[src/rtl/rrarb_wrr_sched_if.sv]
// Requester-side bundle of the weighted round-robin scheduler: beat requests,
// per-requester weights, downstream ready and the registered ownership outputs.
interface rrarb_wrr_sched_if #(
    parameter int REQ_CNT = 4,
    parameter int IDX_W   = 2,
    parameter int WGT_W   = 4
) ();
    logic [REQ_CNT-1:0]       req;
    logic [REQ_CNT-1:0]       req_last;
    logic [REQ_CNT*WGT_W-1:0] weight;
    logic                     dn_ready;
    logic [REQ_CNT-1:0]       grant;
    logic [IDX_W-1:0]         grant_idx;
    logic                     busy;
    logic                     dn_valid;
    logic                     xfer;

    modport master (
        output req, req_last, weight, dn_ready,
        input  grant, grant_idx, busy, dn_valid, xfer
    );

    modport slave (
        input  req, req_last, weight, dn_ready,
        output grant, grant_idx, busy, dn_valid, xfer
    );
endinterface

[src/rtl/rrarb_wrr_sched.sv]
// Weighted round-robin packet scheduler: an owner keeps the shared resource for
// wgt_lat packets, then ownership rotates with the released owner at lowest priority.
module rrarb_wrr_sched #(
    parameter int REQ_CNT = 4,
    parameter int IDX_W   = 2,
    parameter int WGT_W   = 4
) (
    input  logic                clk,
    input  logic                rst_n,
    rrarb_wrr_sched_if.slave    bus
);

    typedef enum logic [0:0] {
        ST_IDLE = 1'b0,
        ST_OWN  = 1'b1
    } state_t;

    state_t             state_r;
    state_t             state_nxt_s;
    logic [REQ_CNT-1:0] grant_r;
    logic [REQ_CNT-1:0] grant_nxt_s;
    logic [IDX_W-1:0]   idx_r;
    logic [IDX_W-1:0]   idx_nxt_s;
    logic [IDX_W-1:0]   ptr_r;
    logic [IDX_W-1:0]   ptr_nxt_s;
    logic [WGT_W-1:0]   pkt_cnt_r;
    logic [WGT_W-1:0]   pkt_cnt_nxt_s;
    logic [WGT_W-1:0]   wgt_lat_r;
    logic [WGT_W-1:0]   wgt_lat_nxt_s;

    logic [IDX_W-1:0]   arb_base_s;
    logic               arb_found_s;
    logic [IDX_W-1:0]   arb_idx_s;
    logic               owner_beat_s;
    logic               pkt_end_s;
    logic               quota_done_s;
    logic               dn_valid_s;

    // First set request after base, wrapping; base itself is checked last.
    function automatic logic [IDX_W:0] rr_pick(
        input logic [REQ_CNT-1:0] r,
        input logic [IDX_W-1:0]   base
    );
        logic [IDX_W:0] res;
        int             raw;
        int             pos;
        res = {(IDX_W+1){1'b0}};
        for (int off = REQ_CNT; off >= 1; off--) begin
            raw = int'(base) + off;
            pos = (raw >= REQ_CNT) ? (raw - REQ_CNT) : raw;
            res = r[pos] ? {1'b1, IDX_W'(pos)} : res;
        end
        return res;
    endfunction

    // A programmed weight of zero still grants one packet per turn.
    function automatic logic [WGT_W-1:0] eff_weight(
        input logic [REQ_CNT*WGT_W-1:0] w,
        input logic [IDX_W-1:0]         i
    );
        logic [WGT_W-1:0] f;
        f = w[int'(i)*WGT_W +: WGT_W];
        return (f == WGT_W'(0)) ? WGT_W'(1) : f;
    endfunction

    // Arbitration and packet-boundary decode shared by the next-state logic.
    always_comb begin
        arb_base_s   = (state_r == ST_OWN) ? idx_r : ptr_r;
        {arb_found_s, arb_idx_s} = rr_pick(bus.req, arb_base_s);
        owner_beat_s = (state_r == ST_OWN) & bus.req[idx_r] & bus.dn_ready;
        pkt_end_s    = owner_beat_s & bus.req_last[idx_r];
        quota_done_s = pkt_end_s & ((pkt_cnt_r + WGT_W'(1)) == wgt_lat_r);
    end

    // State register: ownership, rotation pointer and per-turn packet count.
    always_ff @(posedge clk or negedge rst_n) begin
        if (!rst_n) begin
            state_r   <= ST_IDLE;
            grant_r   <= {REQ_CNT{1'b0}};
            idx_r     <= {IDX_W{1'b0}};
            ptr_r     <= IDX_W'(REQ_CNT - 1);
            pkt_cnt_r <= {WGT_W{1'b0}};
            wgt_lat_r <= {WGT_W{1'b0}};
        end else begin
            state_r   <= state_nxt_s;
            grant_r   <= grant_nxt_s;
            idx_r     <= idx_nxt_s;
            ptr_r     <= ptr_nxt_s;
            pkt_cnt_r <= pkt_cnt_nxt_s;
            wgt_lat_r <= wgt_lat_nxt_s;
        end
    end

    // Next-state logic: grant from idle, count packets, hand over on quota.
    always_comb begin
        state_nxt_s   = state_r;
        grant_nxt_s   = grant_r;
        idx_nxt_s     = idx_r;
        ptr_nxt_s     = ptr_r;
        pkt_cnt_nxt_s = pkt_cnt_r;
        wgt_lat_nxt_s = wgt_lat_r;
        case (state_r)
            ST_IDLE: begin
                if (arb_found_s) begin
                    state_nxt_s   = ST_OWN;
                    grant_nxt_s   = REQ_CNT'(1) << arb_idx_s;
                    idx_nxt_s     = arb_idx_s;
                    pkt_cnt_nxt_s = WGT_W'(0);
                    wgt_lat_nxt_s = eff_weight(bus.weight, arb_idx_s);
                end else begin
                    state_nxt_s   = ST_IDLE;
                end
            end
            ST_OWN: begin
                if (quota_done_s) begin
                    // Handover in the same cycle keeps the resource fully used.
                    ptr_nxt_s = idx_r;
                    if (arb_found_s) begin
                        state_nxt_s   = ST_OWN;
                        grant_nxt_s   = REQ_CNT'(1) << arb_idx_s;
                        idx_nxt_s     = arb_idx_s;
                        pkt_cnt_nxt_s = WGT_W'(0);
                        wgt_lat_nxt_s = eff_weight(bus.weight, arb_idx_s);
                    end else begin
                        state_nxt_s   = ST_IDLE;
                        grant_nxt_s   = {REQ_CNT{1'b0}};
                        idx_nxt_s     = {IDX_W{1'b0}};
                        pkt_cnt_nxt_s = WGT_W'(0);
                        wgt_lat_nxt_s = WGT_W'(0);
                    end
                end else if (pkt_end_s) begin
                    pkt_cnt_nxt_s = pkt_cnt_r + WGT_W'(1);
                end else begin
                    pkt_cnt_nxt_s = pkt_cnt_r;
                end
            end
            default: begin
                state_nxt_s   = ST_IDLE;
                grant_nxt_s   = {REQ_CNT{1'b0}};
                idx_nxt_s     = {IDX_W{1'b0}};
                ptr_nxt_s     = IDX_W'(REQ_CNT - 1);
                pkt_cnt_nxt_s = WGT_W'(0);
                wgt_lat_nxt_s = WGT_W'(0);
            end
        endcase
    end

    // Outputs: ownership straight from flops, beat handshake from the live grant.
    always_comb begin
        dn_valid_s    = |(bus.req & grant_r);
        bus.grant     = grant_r;
        bus.grant_idx = idx_r;
        bus.busy      = (state_r == ST_OWN);
        bus.dn_valid  = dn_valid_s;
        bus.xfer      = dn_valid_s & bus.dn_ready;
    end

endmodule

[src/flat_wrapper.sv]
// flat-port wrapper written by rule: the top's interface ports become plain ports
module rrarb_wrr_sched_flat 
#(
    parameter int REQ_CNT = 4,
    parameter int IDX_W   = 2,
    parameter int WGT_W   = 4
)
  (clk, rst_n, bus_req, bus_req_last, bus_weight, bus_dn_ready, bus_grant, bus_grant_idx, bus_busy, bus_dn_valid, bus_xfer);
  rrarb_wrr_sched_if #(.REQ_CNT(REQ_CNT), .IDX_W(IDX_W), .WGT_W(WGT_W)) bus_i ();
  input  logic clk;
  input  logic rst_n;
  input wire logic [$bits(bus_i.req)-1:0] bus_req;
  input wire logic [$bits(bus_i.req_last)-1:0] bus_req_last;
  input wire logic [$bits(bus_i.weight)-1:0] bus_weight;
  input wire logic [$bits(bus_i.dn_ready)-1:0] bus_dn_ready;
  output wire logic [$bits(bus_i.grant)-1:0] bus_grant;
  output wire logic [$bits(bus_i.grant_idx)-1:0] bus_grant_idx;
  output wire logic [$bits(bus_i.busy)-1:0] bus_busy;
  output wire logic [$bits(bus_i.dn_valid)-1:0] bus_dn_valid;
  output wire logic [$bits(bus_i.xfer)-1:0] bus_xfer;
  assign bus_i.req = bus_req;
  assign bus_i.req_last = bus_req_last;
  assign bus_i.weight = bus_weight;
  assign bus_i.dn_ready = bus_dn_ready;
  assign bus_grant = bus_i.grant;
  assign bus_grant_idx = bus_i.grant_idx;
  assign bus_busy = bus_i.busy;
  assign bus_dn_valid = bus_i.dn_valid;
  assign bus_xfer = bus_i.xfer;
  rrarb_wrr_sched #(.REQ_CNT(REQ_CNT), .IDX_W(IDX_W), .WGT_W(WGT_W)) u_core (.clk(clk), .rst_n(rst_n), .bus(bus_i));
endmodule
[config.mk]
export PLATFORM = sky130hd
export DESIGN_NAME = rrarb_wrr_sched_flat
export DESIGN_NICKNAME = d
export VERILOG_FILES = /design/src/rtl/rrarb_wrr_sched_if.sv /design/src/rtl/rrarb_wrr_sched.sv /design/src/flat_wrapper.sv
export SDC_FILE = /design/constraint.sdc
export NUM_CORES = 1
export LEC_CHECK = 0
export CAP_MARGIN = 15
export CORE_MARGIN = 2
export CORE_UTILIZATION = 40
export CTS_BUF_LIST = sky130_fd_sc_hd__clkbuf_8
export DETAILED_ROUTE_END_ITERATION = 6
export GPL_ROUTABILITY_DRIVEN = 0
export HOLD_SLACK_MARGIN = 0.03
export PLACE_DENSITY_LB_ADDON = 0.3
export SYNTH_ARGS = -nofsm -noshare
export SYNTH_HDL_FRONTEND = slang
export SYNTH_SLANG_ARGS = --single-unit
[constraint.sdc]
create_clock -name clk -period 3.1 [get_ports clk]
set_input_delay 0.62 -clock clk [delete_from_list [all_inputs] [get_ports clk]]
set_output_delay 0.62 -clock clk [all_outputs]
set_load 0.03 [all_outputs]
# [Yosys cells after proc, flatten, opt, wreduce, memory -nomap -nowiden]
# Cells that the tools add are included.
[totals] regBits=17 input_bits=27 out_inout_bits=9 word_cells=87
[classes] add_sub_neg=9 magnitude_cmp=9 n_eq_ne=4 n_shift=2 n_mux=45 bitwise_logic=7 reduce_logical=5
[op_table] operator="32-bit by 4-bit greater-or-equal comparator with 1-bit output (second input constant)" n=4
[op_table] operator="32-bit by 4-bit less-than comparator with 1-bit output (second input constant)" n=4
[op_table] operator="32-bit 2-to-1 mux" n=4
[op_table] operator="32-bit by 4-bit subtractor with 32-bit output (second input constant)" n=4
[op_table] operator="4-bit 2-to-1 mux" n=10
[op_table] operator="4-bit one-hot mux with 2 select lines" n=3
[op_table] operator="16-bit by 5-bit indexed part select with 4-bit output" n=1
[op_table] operator="1-bit binary-select mux with 2-bit select" n=6
[op_table] operator="1-bit 2-to-1 mux" n=12
[op_table] operator="3-bit 2-to-1 mux" n=4
[op_table] operator="2-bit 2-to-1 mux" n=4
[op_table] operator="2-bit by 2-bit adder with 3-bit output (second input constant)" n=2
[op_table] operator="2-bit AND reduction" n=3
[op_table] operator="1-bit bitwise AND" n=5
[op_table] operator="2-bit by 3-bit adder with 4-bit output (second input constant)" n=1
[op_table] operator="4-bit by 1-bit adder with 4-bit output (second input constant)" n=1
[op_table] operator="4-bit bitwise AND" n=1
[op_table] operator="4-bit equality test" n=1
[op_table] operator="4-bit logical NOT" n=1
[op_table] operator="2-bit one-hot mux with 2 select lines" n=1
[op_table] operator="4-bit OR reduction" n=1
[op_table] operator="1-bit by 2-bit << shifter with 4-bit output (first input constant)" n=1
[op_table] operator="2-bit by 1-bit adder with 3-bit output (second input constant)" n=1
[op_table] operator="2-bit by 3-bit less-than comparator with 1-bit output (second input constant)" n=1
[op_table] operator="other kinds (5)" n=5

# [Longest topological paths before layout]
# Gate-level depths: netlist of the first run.
[depth] ltp_word=17 depth_mapped=8 depth_no_buf=7

# [Worst setup path after synthesis of the first run]
# Ideal clock, no wire load.
[synth_path] kind="register to register" start="register u_core.state_r, in the netlist u_core.bus.busy" end="register u_core.wgt_lat_r[0]" setup_time_ps=92 arrival_ps=2363 required_time_ps=3008 slack_ps=645 path_stages_with_launch=9 path_buffers=2 period_less_slack_ps=2455 cell_sequence="dfrtp_1 > buf_6 > mux2_4 > mux2_4 > a211o_1 > buf_6 > a221oi_1 > o22ai_1 > o31ai_2"
[synth_via] elab_chain_len=17 elab_cells_between_ends=48 cone_classes="add/sub (8); order compare (4); eq/ne (2); shift (1); mux (26); bitwise (5); reduce/logical (2)"
[synth_rtl] item="start: declaration" line="rrarb_wrr_sched.sv:18" rtl="state_t state_r;"
[synth_rtl] item="start signal: assignment" line="rrarb_wrr_sched.sv:85" rtl="state_r <= state_nxt_s;"
[synth_rtl] item="2-bit 2-to-1 mux" line="rrarb_wrr_sched.sv:68" rtl="arb_base_s = (state_r == ST_OWN) ? idx_r : ptr_r;"
[synth_rtl] item="2-bit by 3-bit adder with 4-bit output" line="rrarb_wrr_sched.sv:49" rtl="raw = int'(base) + off;"
[synth_rtl] item="32-bit by 4-bit subtractor with 32-bit output or 32-bit by 4-bit greater-or-equal comparator with 1-bit output (tied branches)" line="rrarb_wrr_sched.sv:50" rtl="pos = (raw >= REQ_CNT) ? (raw - REQ_CNT) : raw;"
[synth_rtl] item="32-bit 2-to-1 mux" line="rrarb_wrr_sched.sv:50"
[synth_rtl] item="1-bit binary-select mux with 2-bit select" line="rrarb_wrr_sched.sv:51" rtl="res = r[pos] ? {1'b1, IDX_W'(pos)} : res;"
[synth_rtl] item="1-bit 2-to-1 mux (implied by the code) (2 in series)" line="rrarb_wrr_sched.sv:51"
[synth_rtl] item="3-bit 2-to-1 mux (4 in series)" line="rrarb_wrr_sched.sv:51"
[synth_rtl] item="16-bit by 5-bit indexed part select with 4-bit output" line="rrarb_wrr_sched.sv:62" rtl="f = w[int'(i)*WGT_W +: WGT_W];"
[synth_rtl] item="4-bit logical NOT" line="rrarb_wrr_sched.sv:63" rtl="return (f == WGT_W'(0)) ? WGT_W'(1) : f;"
[synth_rtl] item="4-bit 2-to-1 mux" line="rrarb_wrr_sched.sv:63"
[synth_rtl] item="4-bit 2-to-1 mux" line="rrarb_wrr_sched.sv:118" rtl="if (arb_found_s) begin"
[synth_rtl] item="4-bit 2-to-1 mux" line="rrarb_wrr_sched.sv:115" rtl="if (quota_done_s) begin"
[synth_rtl] item="4-bit one-hot mux with 2 select lines" line="rrarb_wrr_sched.sv:102" rtl="case (state_r)"
[synth_rtl] item="end signal: assignment" line="rrarb_wrr_sched.sv:83" rtl="wgt_lat_r <= {WGT_W{1'b0}};"
[synth_rtl] item="end signal: assignment" line="rrarb_wrr_sched.sv:90" rtl="wgt_lat_r <= wgt_lat_nxt_s;"
[synth_rtl] item="end: declaration" line="rrarb_wrr_sched.sv:28" rtl="logic [WGT_W-1:0] wgt_lat_r;"
# Several ways; a longest one is shown, not always the timed one. The select of a mux whose other input is x is not followed.
# A chain may end at the register's enable or synchronous reset.

# [Worst setup path after layout of the first run]
[layout_path] start="input bus_req[0]" end="output bus_xfer"
[layout_via] elab_chain_len=3
[layout_rtl] item="start: declaration" line="flat_wrapper.sv:12" rtl="input wire logic [$bits(bus_i.req)-1:0] bus_req;"
[layout_rtl] item="4-bit bitwise AND" line="rrarb_wrr_sched.sv:150" rtl="dn_valid_s = |(bus.req & grant_r);"
[layout_rtl] item="4-bit OR reduction" line="rrarb_wrr_sched.sv:150"
[layout_rtl] item="1-bit bitwise AND" line="rrarb_wrr_sched.sv:155" rtl="bus.xfer = dn_valid_s & bus.dn_ready;"
[layout_rtl] item="end: declaration" line="flat_wrapper.sv:20" rtl="output wire logic [$bits(bus_i.xfer)-1:0] bus_xfer;"
# Every way passes these cells.

==> results.md, run 1 <==
- Count of synthesis-stage warnings from yosys: 0
- Overall routing resource usage: a little under a fifth
- Capturing point of the worst reg2reg path: u_core.wgt_lat_r[0]
- Outcome: completed
- Non-filler instance count after layout: between 150 and 200
- Total CTS buffers: 3
- Share of cells above drive strength 1: 16.6%
- CTS max path bufs: 2
- DR pass1 iterations: 4
- Leakage Power: approximately 0.0007 uW
- Floorplan core area: about 2800 um^2
- Worst endpoint required time: approximately 2.5 ns
- Syn Std Cell Area: approximately 1200 um^2
- Number of synthesized flops with an enable pin: 0
- Reg clk slew, reported paths: ~0.070 ns
- Remaining DRCs: 0
- CTS tree: built
- Number of max-slew violations in the final report: 0
- Max_cap viols: 0
- Proportion of netlist area held by the largest area contributor: 32.2%
- Count of buffering cells on the critical path with inverters included: 2
- Total of endpoints with negative setup slack in the final report: 0
- Crit path max-delay family: buffers and inverters
- Post-route met1 wirelength: around 1200 um
- First-pass GRT wire length: 4630 um
- Number of setup buffers added after CTS: 0
- Hold-critical path depth: 2
- Ranking of synthesized cells by instance count: 18 x sky130_fd_sc_hd__nand2_1, 15 x sky130_fd_sc_hd__dfrtp_1, 7 x sky130_fd_sc_hd__nor3b_1
- Final Hold Slack: slightly below 0.5 ns
- Diodes inserted: 0
- Pwr Density: 812 nW/um^2
- Portion of total power attributed to sequential cells: between 30% and 40%
- Area grow syn2layout: 37.1%
- Via count of the first global-routing pass: between 1000 and 1500
- Worst setup margin: approximately 0.22 ns
- Net Sw Frac: about two fifths
- Final worst-path cycle share: just over 90%
- Element type at the critical path start: input pin
- I/O Buffers: 35
- Residual overflow from global routing: 0
- Pin count of the biggest net entering global routing: 18
- Die height: around 58 um
- Headroom to the max-slew limit: 48.9%
- Die outline area: 3370 um^2
- Max rail drop VDD: about 550 uV
- Worst setup path startpoint: bus_req[0]
- Internal: about 760 uW
- Sink count of the clock tree: 17
- Worst-skew pair later-pin latency: 0.26 ns
- CP most frequent cell: sky130_fd_sc_hd__clkdlybuf4s50_1
- Worst clock skew: 0.00106 ns
- Cell Count Post-Placement: roughly 180
- Library cell with the largest summed area after synthesis: sky130_fd_sc_hd__dfrtp_1
- Critical Path Max Stage Delay: 0.66 ns
- Count of state elements after synthesis: 17
- Filler cell count in the final layout: between 200 and 300
- Highest-delay cell along the critical path: sky130_fd_sc_hd__clkdlybuf4s50_1
- Synthesized area per cell: ~10 um^2
- Register-to-Register Setup Slack: ~0.57 ns
- Number of placed I/O pins: 36
- Average wire per standard cell: 15.4 um
- Iteration-0 DRC count of the detailed router: 48
- H-tree depth: 1
- NetSw: around 540 uW
- Critical Path Stages: 5
- Post-placement setup slack: between 0.1 and 0.15 ns
- Worst Max-Slew Pin Slew: ~0.76 ns
- List of cells traversed by the critical path: clkdlybuf4s50_1, a22oi_1, nand2_1, and2_1, clkdlybuf4s50_1
- HPWL after detailed placement: between 2000 and 2500 um
- Category of the most critical setup path: input pin to primary output
- Final sum of negative setup slack: 0 ns
- Net total in the final layout: 180
- Via Count: 1047
- Capturing element of the worst setup path: bus_xfer
- Starting utilization of the core area: a little over two fifths
- Min-delay worst type: flop to flop
- Cells on worst reg2reg path: 6
- Met3 routed WL: 156 um
- Number of distinct standard cells referenced by the synthesized netlist: 41
- Maximum clock frequency: about 0.35 GHz
- Data arrival at the endpoint of the critical path: 2.26 ns
- Per-cell via count in the routed design: 5.75
- Final wirelength: 2800 um
- Proportion of power drawn by combinational gates: 55.7%
- Sequential cell area fraction in the yosys report: a little over a third
- Antenna violations before repair: 0
- Cell with the most instances after synthesis: sky130_fd_sc_hd__nand2_1
- Die boundary width: between 50 and 60 um
- Crit end category: primary output
- RSZ-0062 raised after global routing: no
- Worst-path fanout max: 5
- Time the final worst path needs with I/O delays and setup: just under 3 ns
- Number of hold buffers added after CTS: 0
- Sum of met2 wire segment lengths after detailed routing: between 1000 and 1500 um
- Reg-to-reg startpoint: u_core.bus.busy
- Top cells by area in the synthesized netlist: sky130_fd_sc_hd__dfrtp_1 32%, sky130_fd_sc_hd__nand2_1 5.8%, sky130_fd_sc_hd__dfstp_2 4.5%, sky130_fd_sc_hd__nor3b_1 4.5%, sky130_fd_sc_hd__a221oi_1 4.5%
- Post-synth ARST share: between 90% and 100%
- Dominant synthesized flop cell: sky130_fd_sc_hd__dfrtp_1
- Final hold violation count: 0
- Proportion of power drawn by the clock network: between 10% and 20%
- Uppermost signal routing layer after detailed routing: met4
- Resized Gates After CTS: 0
- Clk Tree Root Cell: sky130_fd_sc_hd__clkbuf_8
- Number of standard cells after synthesis: approximately 110
- Antenna Violating Nets Remaining: 0
- Num rows: 19
- Net count after synthesis: 140
## how the worst min path moves through the flow
| stage | from | end | slack (ns) |
|---|---|---|---|
| after global routing | u_core.wgt_lat_r[2] | u_core.wgt_lat_r[2] | 0.55 |
| final | u_core.wgt_lat_r[2] | u_core.wgt_lat_r[2] | 0.49 |
| after global placement | u_core.wgt_lat_r[2] | u_core.wgt_lat_r[2] | 0.48 |
| after CTS | u_core.wgt_lat_r[2] | u_core.wgt_lat_r[2] | 0.50 |
| after floorplan | rst_n | u_core.bus.busy | 0.32 |
| after detailed placement | u_core.wgt_lat_r[2] | u_core.wgt_lat_r[2] | 0.48 |
## final cells by class
cell class	instances	area (um^2)	share of cell area, %
clock inverters	1	3.75	0.235
clock buffers	3	41.3	2.58
well taps	31	38.8	2.42
inverters	2	7.51	0.469
multi-input cells	89	701	43.8
repair buffers	39	380	23.8
flip-flops and latches	17	428	26.7
## placed cells by master, fill, tap and decap left out, types with 2 or more instances in the layout
cell type                         instances
sky130_fd_sc_hd__a221oi_1                 6
sky130_fd_sc_hd__a22oi_1                  2
sky130_fd_sc_hd__buf_4                    4
sky130_fd_sc_hd__clkbuf_8                 3
sky130_fd_sc_hd__clkdlybuf4s50_1         35
sky130_fd_sc_hd__dfrtp_1                 15
sky130_fd_sc_hd__dfstp_2                  2
sky130_fd_sc_hd__inv_1                    3
sky130_fd_sc_hd__mux2_2                   4
sky130_fd_sc_hd__mux2_4                   2
sky130_fd_sc_hd__mux2i_1                  5
sky130_fd_sc_hd__nand2_1                 18
sky130_fd_sc_hd__nand3_1                  2
sky130_fd_sc_hd__nor2_1                   5
sky130_fd_sc_hd__nor3b_1                  7
sky130_fd_sc_hd__o21ai_0                  4
sky130_fd_sc_hd__o22ai_1                  2
sky130_fd_sc_hd__o31ai_1                  6
sky130_fd_sc_hd__or2_2                    3
sky130_fd_sc_hd__xnor2_1                  2
## flip-flops by register name, summed over array words and instances, names as in the netlist
name                  cells
u_core.bus.busy           1
u_core.wgt_lat_r          4
u_core.bus.grant_idx      2
u_core.bus.grant          4
u_core.pkt_cnt_r          4
u_core.ptr_r              2
## per-layer routing
metal	GRT usage [%]	vias up
li1	-	507
met1	22.0	495
met2	32.6	40
met3	1.34	5
met4	8.31	0
met5	0	-
## power by group through the flow
stage / Sequential [uW] / Combinational (uW) / Clock, uW
5_1_grt: 425 / 787 / 174
4_1_cts: 410 / 727 / 167
2_1_floorplan: 453 / 456 / 0
3_5_place_dp: 413 / 727 / 0
6_report: 409 / 723 / 166
3_3_place_gp: 410 / 706 / 0
## metrics by stage
step / util [%] / total power [uW] / area, um^2
final: 58.0 / 1300 / 1600
after global routing: 58.0 / 1390 / 1600
after CTS: 58.0 / 1300 / 1600
after detailed placement: 56.4 / 1140 / 1560
after global placement: 56.4 / 1120 / 1560
after floorplan: - / 909 / 1170
## logic make-up (layout without fill, tap and decap cells)
kind of cell	Yosys count	count (layout)	synth area share (%)
AOI/OAI and AO/OA	31	31	22.9
xor gates and xnor gates	5	5	6.22
adders and majority gates	1	1	1.07
buffers and inverters	6	45	3.32
DFF	17	17	36.7
muxes	12	12	12.6
and+or+nand+nor	40	40	17.1
## worst register-to-register path, cell delays in order, from the launching register on
cell and delay (ns):
sky130_fd_sc_hd__dfrtp_1 0.52, sky130_fd_sc_hd__mux2_4 0.37, sky130_fd_sc_hd__mux2_4 0.32, sky130_fd_sc_hd__a211o_1 0.41, sky130_fd_sc_hd__a221oi_1 0.46, sky130_fd_sc_hd__o22ai_1 0.15, sky130_fd_sc_hd__o31ai_2 0.20
Power figures use the tool's default switching activity.
==> run 2, diff against run 1 <==
--- a/config.mk
+++ b/config.mk
@@ -11,6 +11,7 @@
 export CTS_BUF_LIST = sky130_fd_sc_hd__clkbuf_8
 export DETAILED_ROUTE_END_ITERATION = 6
 export GPL_ROUTABILITY_DRIVEN = 0
+export GPL_TIMING_DRIVEN = 0
 export HOLD_SLACK_MARGIN = 0.03
 export PLACE_DENSITY_LB_ADDON = 0.3
 export SYNTH_ARGS = -nofsm -noshare
==> results.md, run 2 (synthesis results as in run 1) <==
- Reg clk slew, reported paths: around 0.070 ns
- Worst-path fanout max: 5
- Clk Tree Root Cell: sky130_fd_sc_hd__clkbuf_8
- Worst setup path startpoint: bus_req[0]
- Number of max-slew violations in the final report: 0
- Crit end category: primary output
- Post-placement setup slack: -0.0123 ns
- Die outline area: between 3000 and 4000 um^2
- Antenna violations before repair: 0
- Critical Path Max Stage Delay: ~0.66 ns
- Starting utilization of the core area: 42.3%
- Share of cells above drive strength 1: 16.6%
- Final wirelength: between 2000 and 3000 um
- Max rail drop VDD: between 500 and 600 uV
- Element type at the critical path start: input pin
- RSZ-0062 raised after global routing: no
- Category of the most critical setup path: input pin to primary output
- Via count of the first global-routing pass: roughly 1000
- Final Hold Slack: about 0.51 ns
- Average wire per standard cell: 15.8 um
- Per-cell via count in the routed design: around 5.8
- First-pass GRT wire length: approximately 4700 um
- Worst clock skew: 0.000988 ns
- Worst setup margin: 0.195 ns
- CTS max path bufs: 2
- H-tree depth: 1
- HPWL after detailed placement: 2210 um
- Total of endpoints with negative setup slack in the final report: 0
- Outcome: completed
- Residual overflow from global routing: 0
- Highest-delay cell along the critical path: sky130_fd_sc_hd__clkdlybuf4s50_1
- Worst-skew pair later-pin latency: around 0.25 ns
- Reg-to-reg startpoint: u_core.bus.busy
- Sink count of the clock tree: 17
- Overall routing resource usage: about a fifth
- Post-route cell area: roughly 1600 um^2
- CTS tree: built
- Die height: between 50 and 60 um
- I/O Buffers: 35
- Data arrival at the endpoint of the critical path: approximately 2.3 ns
- Die boundary width: just under 60 um
- Total CTS buffers: 3
- Time the final worst path needs with I/O delays and setup: 2.91 ns
- Min-delay worst type: flop to flop
- Most common cell after layout, fill and taps aside: sky130_fd_sc_hd__clkdlybuf4s50_1
- Final worst-path cycle share: 93.7%
- Most used cells in the layout excluding fill and tap cells: 35 x sky130_fd_sc_hd__clkdlybuf4s50_1, 18 x sky130_fd_sc_hd__nand2_1, 15 x sky130_fd_sc_hd__dfrtp_1
- Number of placed I/O pins: 36
- Worst endpoint required time: approximately 2.5 ns
- Maximum clock frequency: around 0.34 GHz
- Pwr Density: between 800 and 900 nW/um^2
- Hold path start: u_core.wgt_lat_r[2]
- CP most frequent cell: sky130_fd_sc_hd__clkdlybuf4s50_1
- Headroom to the max-slew limit: about half
- Area grow syn2layout: 37.3%
- Number of setup buffers added after CTS: 0
- Num rows: 19
- Worst Max-Slew Pin Slew: 0.742 ns
- Resized Gates After CTS: 0
- Post-Place Cell Area: around 1600 um^2
- Iteration-0 DRC count of the detailed router: 50
- List of cells traversed by the critical path: clkdlybuf4s50_1, a22oi_1, nand2_1, and2_1, clkdlybuf4s50_1
- Remaining DRCs: 0
- Via Count: around 1100
- Number of hold buffers added after CTS: 0
- Net total in the final layout: between 150 and 200
- DR pass1 iterations: 4
- Final hold violation count: 0
- Leakage Power: between 0.0006 and 0.0007 uW
- Pin count of the biggest net entering global routing: 18
- Floorplan core area: ~2800 um^2
- Diodes inserted: 0
- Antenna Violating Nets Remaining: 0
- Max_cap viols: 0
## run 2: final cells by class
cell class                      count  area [um^2]
Tap cell                           31         38.8
Sequential cell                    17          428
Inverter                            2         7.51
Clock buffer                        3         41.3
Buffer                              4         31.3
Fill cell                         252         1150
Timing Repair Buffer               35          350
Clock inverter                      1         5.00
Multi-Input combinational cell     89          701
## run 2: stage by stage
step                setup TNS [ns]  util (%)  total power [uW]  instances
floorplan                        0         -               909        112
global placement                 0      56.4              1120        178
detailed placement         -0.0123      56.4              1140        178
CTS                              0      58.1              1310        182
global route                     0      58.1              1400        182
finish                           0      58.1              1310        182
## run 2: path summary, 6_finish.rpt
| kind | slack [ns] | depth (start not counted) | endpoint |
|---|---|---|---|
| setup / recovery | 0.19 | 5 | bus_xfer |
| min in group asynchronous | 0.81 | 1 | u_core.bus.grant_idx[0] |
| hold / removal | 0.51 | 2 | u_core.wgt_lat_r[2] |
| hold reg to reg | 0.51 | 2 | u_core.wgt_lat_r[2] |
| setup reg to reg | 0.61 | 8 | u_core.wgt_lat_r[0] |
| max in group asynchronous | 1.83 | 1 | u_core.pkt_cnt_r[3] |
## run 2: layer usage
metal,vias to the layer above,share of wire [%],track usage [%]
li1,507,-,-
met4,0,1.5,7.97
met2,40,51,33.3
met3,6,5.4,3.35
met1,507,42,22.2
met5,-,0,0
## run 2: worst max-delay path, delay by kind of cell
kind / cells / cell delay [ns]
AO/OA/AOI/OAI: 1 / 0.16
AND/OR/NAND/NOR: 2 / 0.24
buffers and inverters: 2 / 1.27
## run 2: power by group
part	switching, uW	total [uW]	internal, uW
registers	84.1	404	320
logic	376	738	362
clock network	78.9	168	89.2
total	539	1310	771
==> run 3, diff against run 2 <==
--- a/config.mk
+++ b/config.mk
@@ -6,8 +6,10 @@
 export NUM_CORES = 1
 export LEC_CHECK = 0
 export CAP_MARGIN = 15
+export CELL_PAD_IN_SITES_DETAIL_PLACEMENT = 0
+export CELL_PAD_IN_SITES_GLOBAL_PLACEMENT = 1
 export CORE_MARGIN = 2
-export CORE_UTILIZATION = 40
+export CORE_UTILIZATION = 36
 export CTS_BUF_LIST = sky130_fd_sc_hd__clkbuf_8
 export DETAILED_ROUTE_END_ITERATION = 6
 export GPL_ROUTABILITY_DRIVEN = 0
==> results.md, run 3 (synthesis results as in run 1) <==
- Outcome: completed
- Net total in the final layout: 180
- Remaining DRCs: 0
- Antenna Violating Nets Remaining: 0
- Element type at the critical path start: input pin
- CTS max path bufs: 2
- Clk Tree Root Cell: sky130_fd_sc_hd__clkbuf_8
- Via Count: roughly 1100
- Diodes inserted: 0
- Post-placement setup slack: -0.0142 ns
- I/O Buffers: 35
- Floorplan core area: 3080 um^2
- Worst-path fanout max: 5
- First-pass GRT wire length: between 4000 and 5000 um
- Number of placed I/O pins: 36
- Die outline area: approximately 3700 um^2
- Most common cell after layout, fill and taps aside: sky130_fd_sc_hd__clkdlybuf4s50_1
- Overall routing resource usage: 17.7%
- Final worst-path cycle share: around 93%
- Average wire per standard cell: ~14 um
- Antenna violations before repair: 0
- Pwr Density: 805 nW/um^2
- Residual overflow from global routing: 0
- Headroom to the max-slew limit: 51.1%
- Number of setup buffers added after CTS: 0
- Worst clock skew: approximately 0.0014 ns
- Time the final worst path needs with I/O delays and setup: 2.89 ns
- DR pass1 iterations: 4
- Number of hold buffers added after CTS: 0
- Worst Max-Slew Pin Slew: ~0.73 ns
- Via count of the first global-routing pass: around 1100
- Leakage Power: 0.000684 uW
- Final hold violation count: 0
- Total of endpoints with negative setup slack in the final report: 0
- Max rail drop VDD: roughly 310 uV
- Category of the most critical setup path: input pin to primary output
- Num rows: 20
- Most used cells in the layout excluding fill and tap cells: 35 x sky130_fd_sc_hd__clkdlybuf4s50_1, 18 x sky130_fd_sc_hd__nand2_1, 15 x sky130_fd_sc_hd__dfrtp_1
- Cell Count Post-Placement: ~190
- Fraction of the core area covered by cells at the end of the flow: a little over half
- Reg clk slew, reported paths: 0.06 ns
- Data arrival at the endpoint of the critical path: ~2.3 ns
- Total CTS buffers: 3
- Resized Gates After CTS: 0
- Total power after layout: 1300 uW
- Post-Place Cell Area: approximately 1600 um^2
- Max_cap viols: 0
- H-tree depth: 1
- Worst setup margin: 0.215 ns
- Final wirelength: between 2000 and 3000 um
- Starting utilization of the core area: a little under two fifths
- Number of max-slew violations in the final report: 0
- Per-cell via count in the routed design: roughly 5.4
- Worst endpoint required time: ~2.5 ns
- Die height: between 60 and 70 um
- Crit end category: primary output
- Maximum clock frequency: 0.347 GHz
- Iteration-0 DRC count of the detailed router: between 40 and 50
- Area grow syn2layout: 38.6%
- Post-route cell area: about 1600 um^2
- Sink count of the clock tree: 17
- HPWL after detailed placement: between 2000 and 2500 um
- Filler cell count in the final layout: 315
- Die boundary width: about 60 um
- Non-filler instance count after layout: just under 200
- Worst-skew pair later-pin latency: approximately 0.25 ns
- Pin count of the biggest net entering global routing: 18
- Share of cells above drive strength 1: 15.9%
- Min-delay worst type: flop to flop
- RSZ-0062 raised after global routing: no
- CTS tree: built
-- run 3: critical path, cell delays in order --
cell	delay, ns
sky130_fd_sc_hd__clkdlybuf4s50_1	0.63
sky130_fd_sc_hd__a22oi_1	0.14
sky130_fd_sc_hd__nand2_1	0.10
sky130_fd_sc_hd__and2_1	0.12
sky130_fd_sc_hd__clkdlybuf4s50_1	0.66
-- run 3: cell type report --
cell class              count  area [um^2]  share of cell area [%]
clock inverters             1         3.75                   0.232
flip-flops and latches     17          428                    26.5
repair buffers             35          350                    21.7
multi-input cells          89          701                    43.3
clock buffers               3         41.3                    2.55
well taps                  44         55.1                    3.40
inverters                   2         7.51                   0.464
plain buffers               4         31.3                    1.93
-- run 3: report_power, final --
| group | switching (uW) | internal [uW] |
|---|---|---|
| registers | 87.2 | 320 |
| clock network | 74.2 | 87.8 |
| logic | 371 | 362 |
-- run 3: metrics by stage --
step	TNS, ns	hold WS, ns
detailed placement	-0.0145	0.496
floorplan	0	0.324
global route	0	0.533
CTS	0	0.511
global placement	0	0.483
finish	0	0.504
-- run 3: routing by layer --
layer / routed length, um / GRT usage, %
met1: 1240 / 21.3
met2: 1390 / 30.4
met4: 59 / 9.32
met3: 115 / 2.77
met5: 0 / 0
-- run 3: path summary, 6_finish.rpt --
path,startpoint,to,cells after the start,slack (ns)
worst min register to register,u_core.wgt_lat_r[2],u_core.wgt_lat_r[2],2,0.50
worst max register to register,u_core.bus.busy,u_core.wgt_lat_r[0],8,0.66
worst min-delay path,u_core.wgt_lat_r[2],u_core.wgt_lat_r[2],2,0.50
worst max-delay path,bus_req[0],bus_xfer,5,0.21
min in group asynchronous,rst_n,u_core.bus.busy,1,0.80
max in group asynchronous,rst_n,u_core.bus.grant[0],1,1.84
==> variant (settings of run 2) <==
`WGT_W` is set to 4 in 3 places; all go to 5.
--- a/src/rtl/rrarb_wrr_sched_if.sv
+++ b/src/rtl/rrarb_wrr_sched_if.sv
@@ -4,5 +4,5 @@
     parameter int REQ_CNT = 4,
     parameter int IDX_W   = 2,
-    parameter int WGT_W   = 4
+    parameter int WGT_W   = 5
 ) ();
     logic [REQ_CNT-1:0]       req;
--- a/src/rtl/rrarb_wrr_sched.sv
+++ b/src/rtl/rrarb_wrr_sched.sv
@@ -4,5 +4,5 @@
     parameter int REQ_CNT = 4,
     parameter int IDX_W   = 2,
-    parameter int WGT_W   = 4
+    parameter int WGT_W   = 5
 ) (
     input  logic                clk,
--- a/src/flat_wrapper.sv
+++ b/src/flat_wrapper.sv
@@ -4,5 +4,5 @@
     parameter int REQ_CNT = 4,
     parameter int IDX_W   = 2,
-    parameter int WGT_W   = 4
+    parameter int WGT_W   = 5
 )
   (clk, rst_n, bus_req, bus_req_last, bus_weight, bus_dn_ready, bus_grant, bus_grant_idx, bus_busy, bus_dn_valid, bus_xfer);
Ports: changed (resized bus_weight); port bits go from 36 to 40. The function was not compared with the original's and may differ.
==> variant against run 2 <==
  * Sequential cell count up 2
  * Via count increased by 35%
  * Routed wire length grew 39%
  * Design area grew 22%
  * Utilization is 3.7 points lower
  * Critical path depth unchanged
  * Worst setup slack better by 25 ps
  * Synthesized area is 27% higher
  * Total power is 21% higher
  * Die area rose by 25%
  * Non-clock buffer count rose by 5
  * Clock skew up 4.0 ps
==> variant: results (changes against run 2) <==
* Placement Setup Slack at 230.2 ps (+242.6 ps)
* Hold Crit Start: u_core.wgt_lat_r[2]
* Setup_tns at 0 ps (unchanged)
* Worst-skew pair later-pin latency at 260 ps
* Worst vdd ir at 275.9 µV (-54%)
* Maximum root-to-sink buffer count at 2 (unchanged)
* Layout cell share with drive strength beyond 1 at 16.75% (+0.19 points)
* H-tree Lvls at 1 (unchanged)
* First-pass GRT wire length at 6548 µm (+38%)
* Hold_ws at 530.7 ps (+23.93 ps)
* Max incr delay on CP at 650 ps
* Worst R2R Setup Slack at 590 ps (-20 ps)
* Worst-Margin Slew at 854.5 ps (+112.3 ps)
* Total track usage at 20.04% (+1.3 points)
* Hpwl dp at 3098 µm (+40%)
* Asr flop ratio synth at 100.0% (unchanged)
* Initial DRC count at 81 (+62%)
* Met3 usage at 2.257% (-1.1 points)
* Synth cell types at 49 (+20%)
* Final core occ at 54.41% (-3.7 points)
* Largest cells by area after synthesis: dfrtp_1 29%, nand2_1 5.8%, mux2_2 5.3%, mux2i_1 4.7%, o31ai_1 4.5%
* Register area share after synthesis at 32.18% (-4.5 points)
* PostCTS Resize Cnt at 0 (unchanged)
* Max FO, Critical Path at 8 (+3)
* Setup Buffers After CTS at 0 (unchanged)
* CTS Buf Count at 3 (unchanged)
* Grt met2 use at 33.89% (+0.61 points)
* Largest net degree at the start of global routing at 20 (+2)
* Clock skew at 4.993 ps (+4.006 ps)
* Run status: finished clean
* Vias in the first global route at 1435 (+38%)
* Int Pwr at 868.1 µW (+13%)
* Fillers at 347 (+38%)
* WP data arrival at 2260 ps (-30 ps)
* Hold Path End: u_core.wgt_lat_r[2]
* Worst r2r src: u_core.bus.grant_idx[1]
* P_leak at 0.7913 nW (+16%)
* Met1 usage at 25.87% (+3.7 points)
* Reg-to-Reg End: u_core.wgt_lat_r[0]
* Drt pass-1 iters at 4 (unchanged)
* Hold path depth at 2 (unchanged)
* Top Family by Delay on Critical Path: buffers and inverters
* Most frequent CP cell: clkdlybuf4s50_1
* Nets at 236 (+31%)
* Final worst path period need at 2880 ps (-24.89 ps)
* Critical path's slowest cell: clkdlybuf4s50_1
* Min-Delay Path Class: register to register
* Net Count, Synth at 194 (+39%)
* Input/output buffers at 37 (+5.7%)
* Clock Tree Root: clkbuf_8
* Total wire length at 3983 µm (+39%)
* Warnings from Yosys at 0 (unchanged)
* Antenna violations before repair at 0 (unchanged)
* Vias at 1432 (+35%)
* Worst-path clk slew at 70 ps (about the same)
* N_diodes at 0 (unchanged)
* Yosys top cell area share at 28.64% (-3.5 points)
* Post-synth top cells: 23 x nand2_1, 17 x dfrtp_1, 9 x nor2_1, 9 x o31ai_1
* R2r worst-path depth at 7 (-1)
==> variant: per-stage QoR <==
| stage | area (µm²) | cells |
|---|---|---|
| 6_report | 1962 | 251 |
| 5_1_grt | 1962 | 251 |
| 4_1_cts | 1962 | 251 |
| 3_5_place_dp | 1916 | 247 |
| 3_3_place_gp | 1916 | 247 |
| 2_1_floorplan | 1485 | 162 |
==> variant: metal layers <==
metal  up-vias  routed length [µm]
met5         -                   0
met4         0                  79
met3         6                 130
met2        40                1994
met1       696                1779
li1        690                   -
==> variant: logic make-up (layout without fill, tap and decap cells) <==
group / Yosys count / in the layout / synth area share (%)
and+or+nand+nor: 51 / 51 / 16.43
buffers and inverters: 14 / 55 / 5.224
AOI/OAI and AO/OA: 54 / 54 / 29.57
xor gates and xnor gates: 8 / 8 / 4.718
muxes: 15 / 15 / 11.04
adders and majority gates: 1 / 1 / 0.8423
DFF: 19 / 19 / 32.18
==> variant: power groups by stage <==
stage / combinational (mW) / clock, mW / sequential, mW
floorplan: 0.611 / 0 / 0.500
global placement: 0.921 / 0 / 0.449
detailed placement: 0.945 / 0 / 0.454
CTS: 0.951 / 0.180 / 0.449
global route: 1.04 / 0.189 / 0.460
finish: 0.954 / 0.180 / 0.451
==> variant: cell type report <==
| cell class | count | area, µm² | area share [%] |
|---|---|---|---|
| clock inverter | 1 | 5.005 | 0.2551 |
| clock buffer | 3 | 41.29 | 2.105 |
| sequential | 19 | 478.0 | 24.36 |
| tap | 48 | 60.06 | 3.061 |
| buffer | 7 | 51.30 | 2.615 |
| multi-input combinational | 129 | 929.6 | 47.39 |
| inverter | 7 | 26.28 | 1.339 |
| timing repair buffer | 37 | 370.4 | 18.88 |
==> variant: worst max path at each step <==
stage	cells past startpoint	startpoint	slack, ps	end
floorplan	4	bus_req[1]	890	bus_xfer
global placement	5	bus_req[2]	230	bus_xfer
detailed placement	5	bus_req[2]	230	bus_xfer
CTS	5	bus_req[2]	230	bus_xfer
global route	5	bus_req[2]	180	bus_xfer
finish	5	bus_req[2]	220	bus_xfer
==> variant: tightest hold or removal path, stage by stage (launching register included) <==
cell and delay [ps]:
dfrtp_1 360, nand2_1 60, o21ai_1 70
